`config.mk`:
```
export PLATFORM = sky130hd
export DESIGN_NAME = register_file_param
export DESIGN_NICKNAME = d
export VERILOG_FILES = /design/src/rtl/register_file_param_pkg.sv /design/src/rtl/register_file_param_scoreboard.sv /design/src/rtl/register_file_param.sv
export SDC_FILE = /design/constraint.sdc
export NUM_CORES = 2
export LEC_CHECK = 0
export CAP_MARGIN = 10
export CORE_MARGIN = 1.5
export CORE_UTILIZATION = 30
export CTS_CLUSTER_DIAMETER = 150
export DETAILED_ROUTE_END_ITERATION = 8
export PLACE_DENSITY = 0.43
export SYNTH_ARGS = -nofsm -noshare
export SYNTH_HDL_FRONTEND = slang
export SYNTH_SLANG_ARGS = --single-unit
```
`constraint.sdc`:
```
create_clock -name clock -period 19.07 [get_ports clock]
set_clock_uncertainty 0.2 [all_clocks]
set_input_delay 2.8605 -clock clock [delete_from_list [all_inputs] [get_ports clock]]
set_output_delay 2.8605 -clock clock [all_outputs]
set_load 0.005 [all_outputs]
```
`src/rtl/register_file_param_pkg.sv`:
```
// Shared constants and helpers for the parametrised integer register file.
package register_file_param_pkg;

  localparam int unsigned XLEN_DEFAULT = 32;
  localparam int unsigned REG_ZERO     = 0;

  // Ceiling log2 as a constant function; sizes selects and the busy counter.
  function automatic int unsigned clog2(input int unsigned value);
    int unsigned result;
    result = 0;
    for (int unsigned i = 0; i < 32; i++) begin
      if (((value - 1) >> i) != 0) begin
        result = i + 1;
      end
    end
    return result;
  endfunction

  // A select addresses a real, writable register: nonzero and inside the array.
  function automatic logic sel_valid(input int unsigned sel, input int unsigned reg_count);
    return (sel != REG_ZERO) && (sel < reg_count);
  endfunction

endpackage

```
`src/rtl/register_file_param_scoreboard.sv`:
```
// Busy scoreboard: one bit per register, set by reserve, cleared by write.
module register_scoreboard
  import register_file_param_pkg::*;
#(
  parameter int unsigned REG_COUNT  = 32,
  parameter int unsigned READ_PORTS = 2,
  parameter int unsigned BYPASS     = 1,
  parameter int unsigned ADDR_W     = 5,
  parameter int unsigned CNT_W      = 6
) (
  input  logic                           clock,
  input  logic                           reset,
  input  logic                           write_enable_i,
  input  logic [ADDR_W-1:0]              write_select_i,
  input  logic                           reserve_enable_i,
  input  logic [ADDR_W-1:0]              reserve_select_i,
  input  logic [READ_PORTS*ADDR_W-1:0]   read_select_i,
  output logic [READ_PORTS-1:0]          busy_o,
  output logic [CNT_W-1:0]               busy_count_o
);

  logic [REG_COUNT-1:0] busy_q, busy_d;
  logic [CNT_W-1:0]     count_q, count_d;
  logic                 wr_valid, rsv_valid;
  logic [ADDR_W-1:0]    look_sel;

  assign wr_valid  = write_enable_i   && sel_valid(32'(write_select_i), REG_COUNT);
  assign rsv_valid = reserve_enable_i && sel_valid(32'(reserve_select_i), REG_COUNT);

  // Reserve is applied after the write clear so a newer producer wins.
  always_comb begin
    busy_d = busy_q;
    if (wr_valid) begin
      busy_d[write_select_i] = 1'b0;
    end
    if (rsv_valid) begin
      busy_d[reserve_select_i] = 1'b1;
    end
    busy_d[0] = 1'b0;
  end

  always_comb begin
    count_d = '0;
    for (int unsigned i = 0; i < REG_COUNT; i++) begin
      count_d = count_d + CNT_W'(busy_d[i]);
    end
  end

  always_ff @(posedge clock) begin
    if (reset) begin
      busy_q  <= '0;
      count_q <= '0;
    end else begin
      busy_q  <= busy_d;
      count_q <= count_d;
    end
  end

  always_comb begin
    busy_o   = '0;
    look_sel = '0;
    for (int unsigned p = 0; p < READ_PORTS; p++) begin
      look_sel = read_select_i[p*ADDR_W +: ADDR_W];
      if (sel_valid(32'(look_sel), REG_COUNT)) begin
        busy_o[p] = busy_q[look_sel];
        if ((BYPASS != 0) && wr_valid && (write_select_i == look_sel) &&
            !(rsv_valid && (reserve_select_i == look_sel))) begin
          busy_o[p] = 1'b0;
        end
      end
    end
  end

  assign busy_count_o = count_q;

endmodule

```
`src/rtl/register_file_param.sv`:
```
// Parametrised integer register file with optional bypass, registered reads and busy scoreboard.
module register_file_param
  import register_file_param_pkg::*;
#(
  parameter int unsigned XLEN            = XLEN_DEFAULT,
  parameter int unsigned REG_COUNT       = 32,
  parameter int unsigned READ_PORTS      = 2,
  parameter int unsigned BYPASS          = 1,
  parameter int unsigned REGISTERED_READ = 0,
  localparam int unsigned ADDR_W         = clog2(REG_COUNT)
) (
  input  logic                         clock,
  input  logic                         reset,
  input  logic                         write_enable,
  input  logic [ADDR_W-1:0]            register_write_select,
  input  logic [XLEN-1:0]              register_data_write,
  input  logic [READ_PORTS*ADDR_W-1:0] read_select,
  output logic [READ_PORTS*XLEN-1:0]   read_data,
  input  logic                         reserve_enable,
  input  logic [ADDR_W-1:0]            reserve_select,
  output logic [READ_PORTS-1:0]        read_busy,
  output logic [ADDR_W:0]              busy_count
);

  logic [XLEN-1:0]            regs_q [REG_COUNT];
  logic                       wr_valid;
  logic [READ_PORTS*XLEN-1:0] rd_data_d;
  logic [READ_PORTS-1:0]      rd_busy_d;
  logic [ADDR_W-1:0]          rd_sel;

  assign wr_valid = write_enable && sel_valid(32'(register_write_select), REG_COUNT);

  always_ff @(posedge clock) begin
    if (reset) begin
      for (int unsigned i = 0; i < REG_COUNT; i++) begin
        regs_q[i] <= '0;
      end
    end else if (wr_valid) begin
      regs_q[register_write_select] <= register_data_write;
    end
  end

  always_comb begin
    rd_data_d = '0;
    rd_sel    = '0;
    for (int unsigned p = 0; p < READ_PORTS; p++) begin
      rd_sel = read_select[p*ADDR_W +: ADDR_W];
      if (sel_valid(32'(rd_sel), REG_COUNT)) begin
        if ((BYPASS != 0) && wr_valid && (register_write_select == rd_sel)) begin
          rd_data_d[p*XLEN +: XLEN] = register_data_write;
        end else begin
          rd_data_d[p*XLEN +: XLEN] = regs_q[rd_sel];
        end
      end
    end
  end

  register_scoreboard #(
    .REG_COUNT  (REG_COUNT),
    .READ_PORTS (READ_PORTS),
    .BYPASS     (BYPASS),
    .ADDR_W     (ADDR_W),
    .CNT_W      (ADDR_W + 1)
  ) u_scoreboard (
    .clock            (clock),
    .reset            (reset),
    .write_enable_i   (write_enable),
    .write_select_i   (register_write_select),
    .reserve_enable_i (reserve_enable),
    .reserve_select_i (reserve_select),
    .read_select_i    (read_select),
    .busy_o           (rd_busy_d),
    .busy_count_o     (busy_count)
  );

  // Registered mode captures the same bypassed selection, so latency is uniform for data and busy.
  if (REGISTERED_READ != 0) begin : g_reg_read
    logic [READ_PORTS*XLEN-1:0] rd_data_q;
    logic [READ_PORTS-1:0]      rd_busy_q;

    always_ff @(posedge clock) begin
      if (reset) begin
        rd_data_q <= '0;
        rd_busy_q <= '0;
      end else begin
        rd_data_q <= rd_data_d;
        rd_busy_q <= rd_busy_d;
      end
    end

    assign read_data = rd_data_q;
    assign read_busy = rd_busy_q;
  end else begin : g_comb_read
    assign read_data = rd_data_d;
    assign read_busy = rd_busy_d;
  end

endmodule

```
* Word level (Yosys, flattened, before mapping)
Memories as Yosys holds them, arrays and structs flattened. Index checks and enable logic that the tools add are counted.
Storage, ports and cells: register bits after elaboration 38, bits in writable memories 1024, bits of input ports 56, output and inout port bits 72, logic and storage cells 90, memories 1
Operators by class: add/subtract/negate cells 30, order comparisons 6, eq/ne operators 4, multiplexer cells 26, bitwise logic cells 3, reductions and logical operators 17
Memories:
- regs_q | depth 32, width 32, read ports 2, clocked after Yosys merged registers in 0, wr ports 32, RTL line register_file_param.sv:25 | logic [XLEN-1:0] regs_q [REG_COUNT];
Operator list (number):
- 2-to-1 mux 32 bit | 7
- adder 6 x 1 -> 6 bit | 29
- AND 32 bit | 1
- inverter 32 bit | 1
- OR 32 bit | 1
- OR reduction 32 bit | 1
- less-than comparator 5 x 6 -> 1 bit (second input constant) | 4
- equality test 5 bit | 4
- nonzero test 5 bit | 4
- 2-to-1 mux 1 bit | 14
- binary-select mux 1 bit (select 5 bit) | 2
- demux 1 bit (select 5 bit) | 2
- >= comparator 5 x 1 -> 1 bit (second input constant) | 2
- logical AND 1 bit | 10
- 2-to-1 mux 5 bit | 1
- adder 1 x 1 -> 2 bit | 1
- zero test 1 bit | 2

* Depth between registers and ports, before layout
word-level depth 39, depth in mapped cells 25, gate-level depth less buffers 24

* Hierarchy
From an unflattened synthesis, not the netlist that was laid out.
Unflattened totals: cells, all modules 4225, area, all modules 58703.8 µm²
Modules (own cells, without submodules):
- register_file_param | times used 1, cells an instance 3865, area an instance 55509.5 µm², sequential area each 30749.5 µm²
- register_scoreboard | times used 1, cells an instance 360, area an instance 3194.3 µm², sequential area each 740.7 µm²

* Worst setup path after synthesis
Ideal clock, no wire load.
kind input -> register, start input port register_write_select[3], end register u_scoreboard.count_q[4] (netlist: u_scoreboard.busy_count_o[4]), library setup time 128 ps, arrival 8063 ps, data required time 18742 ps, setup slack 10679 ps, cell stages on the path 23, path buffers 1, cell sequence buf_2 -> or3b_1 -> nor2_1 -> nand2_1 -> a32o_1 -> fa_1 -> inv_1 -> fa_1 -> fa_1 -> inv_1 -> fa_1 -> fa_1 -> inv_1 -> fa_1 -> inv_1 -> ha_1 -> inv_1 -> fa_1 -> inv_1 -> a21o_1 -> a21oi_1 -> xor2_1 -> nor2_1
Between the ends: elaborated cells between the ends (all ways) 42, classes of those cells 30 x add/sub; 2 x order compare; 4 x mux; 3 x bitwise; 3 x reduce/logical
RTL lines:
- start: declaration | RTL line register_file_param.sv:15 | input logic [ADDR_W-1:0] register_write_select,
- less-than comparator 5 x 6 -> 1 bit (implied by the code) or >= comparator 5 x 1 -> 1 bit (tied branches) | RTL line register_file_param_scoreboard.sv:34 | busy_d[write_select_i] = 1'b0;
- logical AND 1 bit (implied by the code) | RTL line register_file_param_scoreboard.sv:34
- 2-to-1 mux 1 bit (implied by the code) | RTL line register_file_param_scoreboard.sv:34
- demux 1 bit (select 5 bit)
- inverter 32 bit (no line)
- AND 32 bit (no line)
- 2-to-1 mux 32 bit * | RTL line register_file_param_scoreboard.sv:33 | if (wr_valid) begin
- OR 32 bit (no line)
- 2-to-1 mux 32 bit * | RTL line register_file_param_scoreboard.sv:36 | if (rsv_valid) begin
- net u_scoreboard.busy_d[19] | RTL line register_file_param_scoreboard.sv:22 | logic [REG_COUNT-1:0] busy_q, busy_d;
- adder 6 x 1 -> 6 bit * (13 in series) | RTL line register_file_param_scoreboard.sv:45 | count_d = count_d + CNT_W'(busy_d[i]);
- end signal: assignment | RTL line register_file_param_scoreboard.sv:55 | count_q <= count_d;
- end: declaration | RTL line register_file_param_scoreboard.sv:23 | logic [CNT_W-1:0] count_q, count_d;
Mark *: on every way through the listed nets, which the timed path passes. The rest lies on a longest branch. A chain may end at the register's enable or synchronous reset.

* Final worst setup path
start input port read_select[7], end output port read_data[45]
Between the ends: cells in the longest elaborated chain, start to end 4, elaborated cells between the ends (all ways) 6, classes of those cells 1 x eq/ne; 2 x mux; 2 x reduce/logical; 1 x memory
Ends and longest elaborated chain:
- start: declaration | RTL line register_file_param.sv:17 | input logic [READ_PORTS*ADDR_W-1:0] read_select,
- branches (longest 3 deep; another with memory read (32 x 32 bit))
- 2-to-1 mux 32 bit * | RTL line register_file_param.sv:48 | if (sel_valid(32'(rd_sel), REG_COUNT)) begin
- end: declaration | RTL line register_file_param.sv:18 | output logic [READ_PORTS*XLEN-1:0] read_data,
Mark *: on every way between the ends.

==> flow_summary.ini <==
[setup_path]
path_cells = buf_6, buf_4, buf_4, buf_4, nor2b_2, buf_4, a21oi_1, nand2_1, a21oi_1, nor3_1, nor3_1, clkdlybuf4s50_1
cpPeakStageDelay_ns = 1.08
crit_required_ns = 16.01
cp_data_arrival_time_ns = 7.72
crit_type = primary input to output port
crit_fanout = 34
critPathLaunchType = primary input
cpMostUsedCell = buf_4
worst_path_max_delay_cell = nor3_1
end_kind = output port

[clocking]
post_cts_buffers = 0
cts_hold_buf = 0
cts_resized = 0
htree_levels = 4
clkLatencyLatePin_ns = 0.79
cts_tree = built
numCtsBuffers = 132
clk_path_buf_depth = 3
path_clk_slew_ns = 0.05
cts-root-buf = clkbuf_16
cts_sinks = 1061

[power_and_ir_drop]
ir_worst_vdd_v = 0.0000887
internal-power_mw = 4.42
power_switching_mw = 1.64
leakagePower_nw = 22.9
powerDensity_nw_per_um2 = 91.0
seqPwrFrac_pct = 45.5
swShare_pct = 27.0
power_frac_clock_pct = 40.9
p_comb_share_pct = 13.6

[route]
drc = 0
num_vias = 38966
firstDrtPassIters = 7
drt_iter0_markers = 4608
antenna_left = 0
wl_per_cell_um = 36.7
wl_mm = 253
via_per_inst = 5.67

[placed_design]
dp_cells = 6633
place_hpwl_mm = 147
dpl_cell_area_sq_um = 62400
gp_congestion = 0.835
port_buffers = 127

[finish]
drive_gt1_share_pct = 20.7
final_nets = 4330
fin_cells = 6876
syn2layout_area_growth_pct = 13.7
final_area_sq_um = 66600

[timing]
hold_viol_final = 0
rsz0062_at_grt = false
fmax_mhz = 92.8
setup_violations = 0
fin_crit_ns = 10.78
tns_ns = 0
slew-limit-headroom_pct = 9.99
min_period_over_period_pct = 56.5
worst_slew_pin_slew_ns = 1.34
slew_viol_final = 0

[grt]
grt_usage_pct = 25.3
grt_pass1_vias = 39099
grt_pass1_wl_mm = 344
antenna_found_initial = 15
grt_overflow = 0
grt_max_degree = 104

[yosys]
synth_top_area_share_pct = 52.5
ys_seq_elements = 1061
synth_cell_types = 70
synth_warnings = 0
ys_seq_area_share_pct = 53.8
async_flop_share_pct = 0
yosysTopAreaCell = edfxtp_1
synth_edf_count = 1024
avgSynthCellArea_sq_um = 13.9
synth_area_leaders = edfxtp_1 (53%), mux4_2 (16%), and2_1 (11%)
netlist_area_sq_um = 58500
ys.flop_type = edfxtp_1
synthCells = 4224

[die]
rows = 161
start_util_pct = 30.3
die_x_um = 445
die-height_um = 445
dieArea_sq_um = 198000
ios = 128
core-area_sq_um = 193000

[worst_hold_path]
min_path_type = flip-flop to flip-flop

[job]
drv_cap = 0

[run_status]
status = finished, final reports clean
final timing paths:
kind	start	to	slack [ns]	depth (start not counted)
min	u_scoreboard.busy_q[9]$_SDFF_PP0_	u_scoreboard.busy_q[9]$_SDFF_PP0_	0.38	2
max reg2reg	u_scoreboard.busy_q[1]$_SDFF_PP0_	u_scoreboard.busy_count_o[4]$_SDFF_PP0_	13.68	20
min reg2reg	u_scoreboard.busy_q[9]$_SDFF_PP0_	u_scoreboard.busy_q[9]$_SDFF_PP0_	0.38	2
max	read_select[7]	read_data[45]	8.29	12
registers in the layout (all words and copies together), names as in the netlist:
| name | flops |
|---|---|
| regs_q | 1024 |
| u_scoreboard.busy_q | 31 |
| u_scoreboard.busy_count_o | 6 |
critical path: cells and delay by family:
family | cells | cell delay (ns)
compound gates | 2 | 0.59
simple gates | 4 | 1.37
buf+inv | 6 | 2.73
cells in the mapped netlist (all sizes together), types with 43 or more instances:
master and count:
nor3 73, and2 1000, nand2 96, a21oi 64, a22oi 52, o21ai 50, a221oi 47, mux2 50
edfxtp 1024, nor2 185, mux4 413, buf 171, nand2b 43, mux2i 212, o22ai 104, clkbuf 260
per-layer routing:
metal  part of all wire [%]  global-route usage, %  vias up
met5                  0.011                      0        -
met4                    4.4                   10.7        4
met3                    6.5                   3.86      411
met2                     48                   41.7     1665
met1                     41                   33.2    20871
li1                       -                      -    16015
cells in the final DEF (no fill, tap or decap), types with 11 or more instances in the layout:
cell type and count:
edfxtp_1 1024, and2_1 999, mux4_2 413, mux2i_1 212, buf_4 154, nor2_1 150
clkbuf_16 135, clkdlybuf4s50_1 113, o22ai_1 104, nand2_1 93, nor3_1 72, a21oi_1 64
a22oi_1 52, mux2_2 50, a221oi_1 46, o21ai_0 39, dfxtp_1 37, inv_1 36
nor2_4 33, conb_1 32, nor2b_1 30, clkbuf_1 30, clkinv_1 30, nand2b_2 28
a22o_1 25, o211ai_1 24, fa_1 23, nor4_1 22, a221o_1 18, xor2_1 17
o31ai_1 17, nand3_1 15, nand2b_1 15, a211oi_1 14, clkinv_2 14, o21ai_1 11
power by group through the flow:
| stage | sequential (mW) | combinational (mW) | clock (mW) |
|---|---|---|---|
| after global placement | 2.80 | 0.821 | 0 |
| after floorplan | 2.77 | 0.454 | 0 |
| after CTS | 2.75 | 0.821 | 2.52 |
| final | 2.75 | 0.826 | 2.48 |
| after detailed placement | 2.80 | 0.819 | 0 |
| after global routing | 2.77 | 0.853 | 2.59 |
cells by family after synthesis:
kind of cell	Yosys count	synth area share [%]
buf+inv	469	4.10
compound gates	458	5.50
xor+xnor	23	0.344
fa+ha+maj	32	0.979
other cells	1	0.00641
flops	1061	53.8
mux	675	20.5
simple gates	1505	14.8
through the flow:
| step | util [%] | hold slack, ns | setup slack [ns] | power, mW |
|---|---|---|---|---|
| 3_5_place_dp | 32.3 | 0.372 | 8.50 | 3.62 |
| 6_report | 34.5 | 0.378 | 8.29 | 6.06 |
| 4_1_cts | 34.4 | 0.383 | 8.49 | 6.09 |
| 5_1_grt | 34.4 | 0.414 | 8.27 | 6.21 |
| 2_1_floorplan | - | 0.314 | 10.68 | 3.22 |
| 3_3_place_gp | 32.3 | 0.374 | 8.39 | 3.62 |
final cells by class:
type / count / area [sq um]
fillers: 18506 / 127000
flip-flops and latches: 1061 / 31500
multi-input cells: 2725 / 25100
clock buffers: 167 / 3520
well taps: 2526 / 3160
repair buffers: 284 / 2510
clock inverters: 66 / 594
inverters: 38 / 143
diodes: 9 / 22.5
No activity file was read; power rests on OpenSTA's default activity.
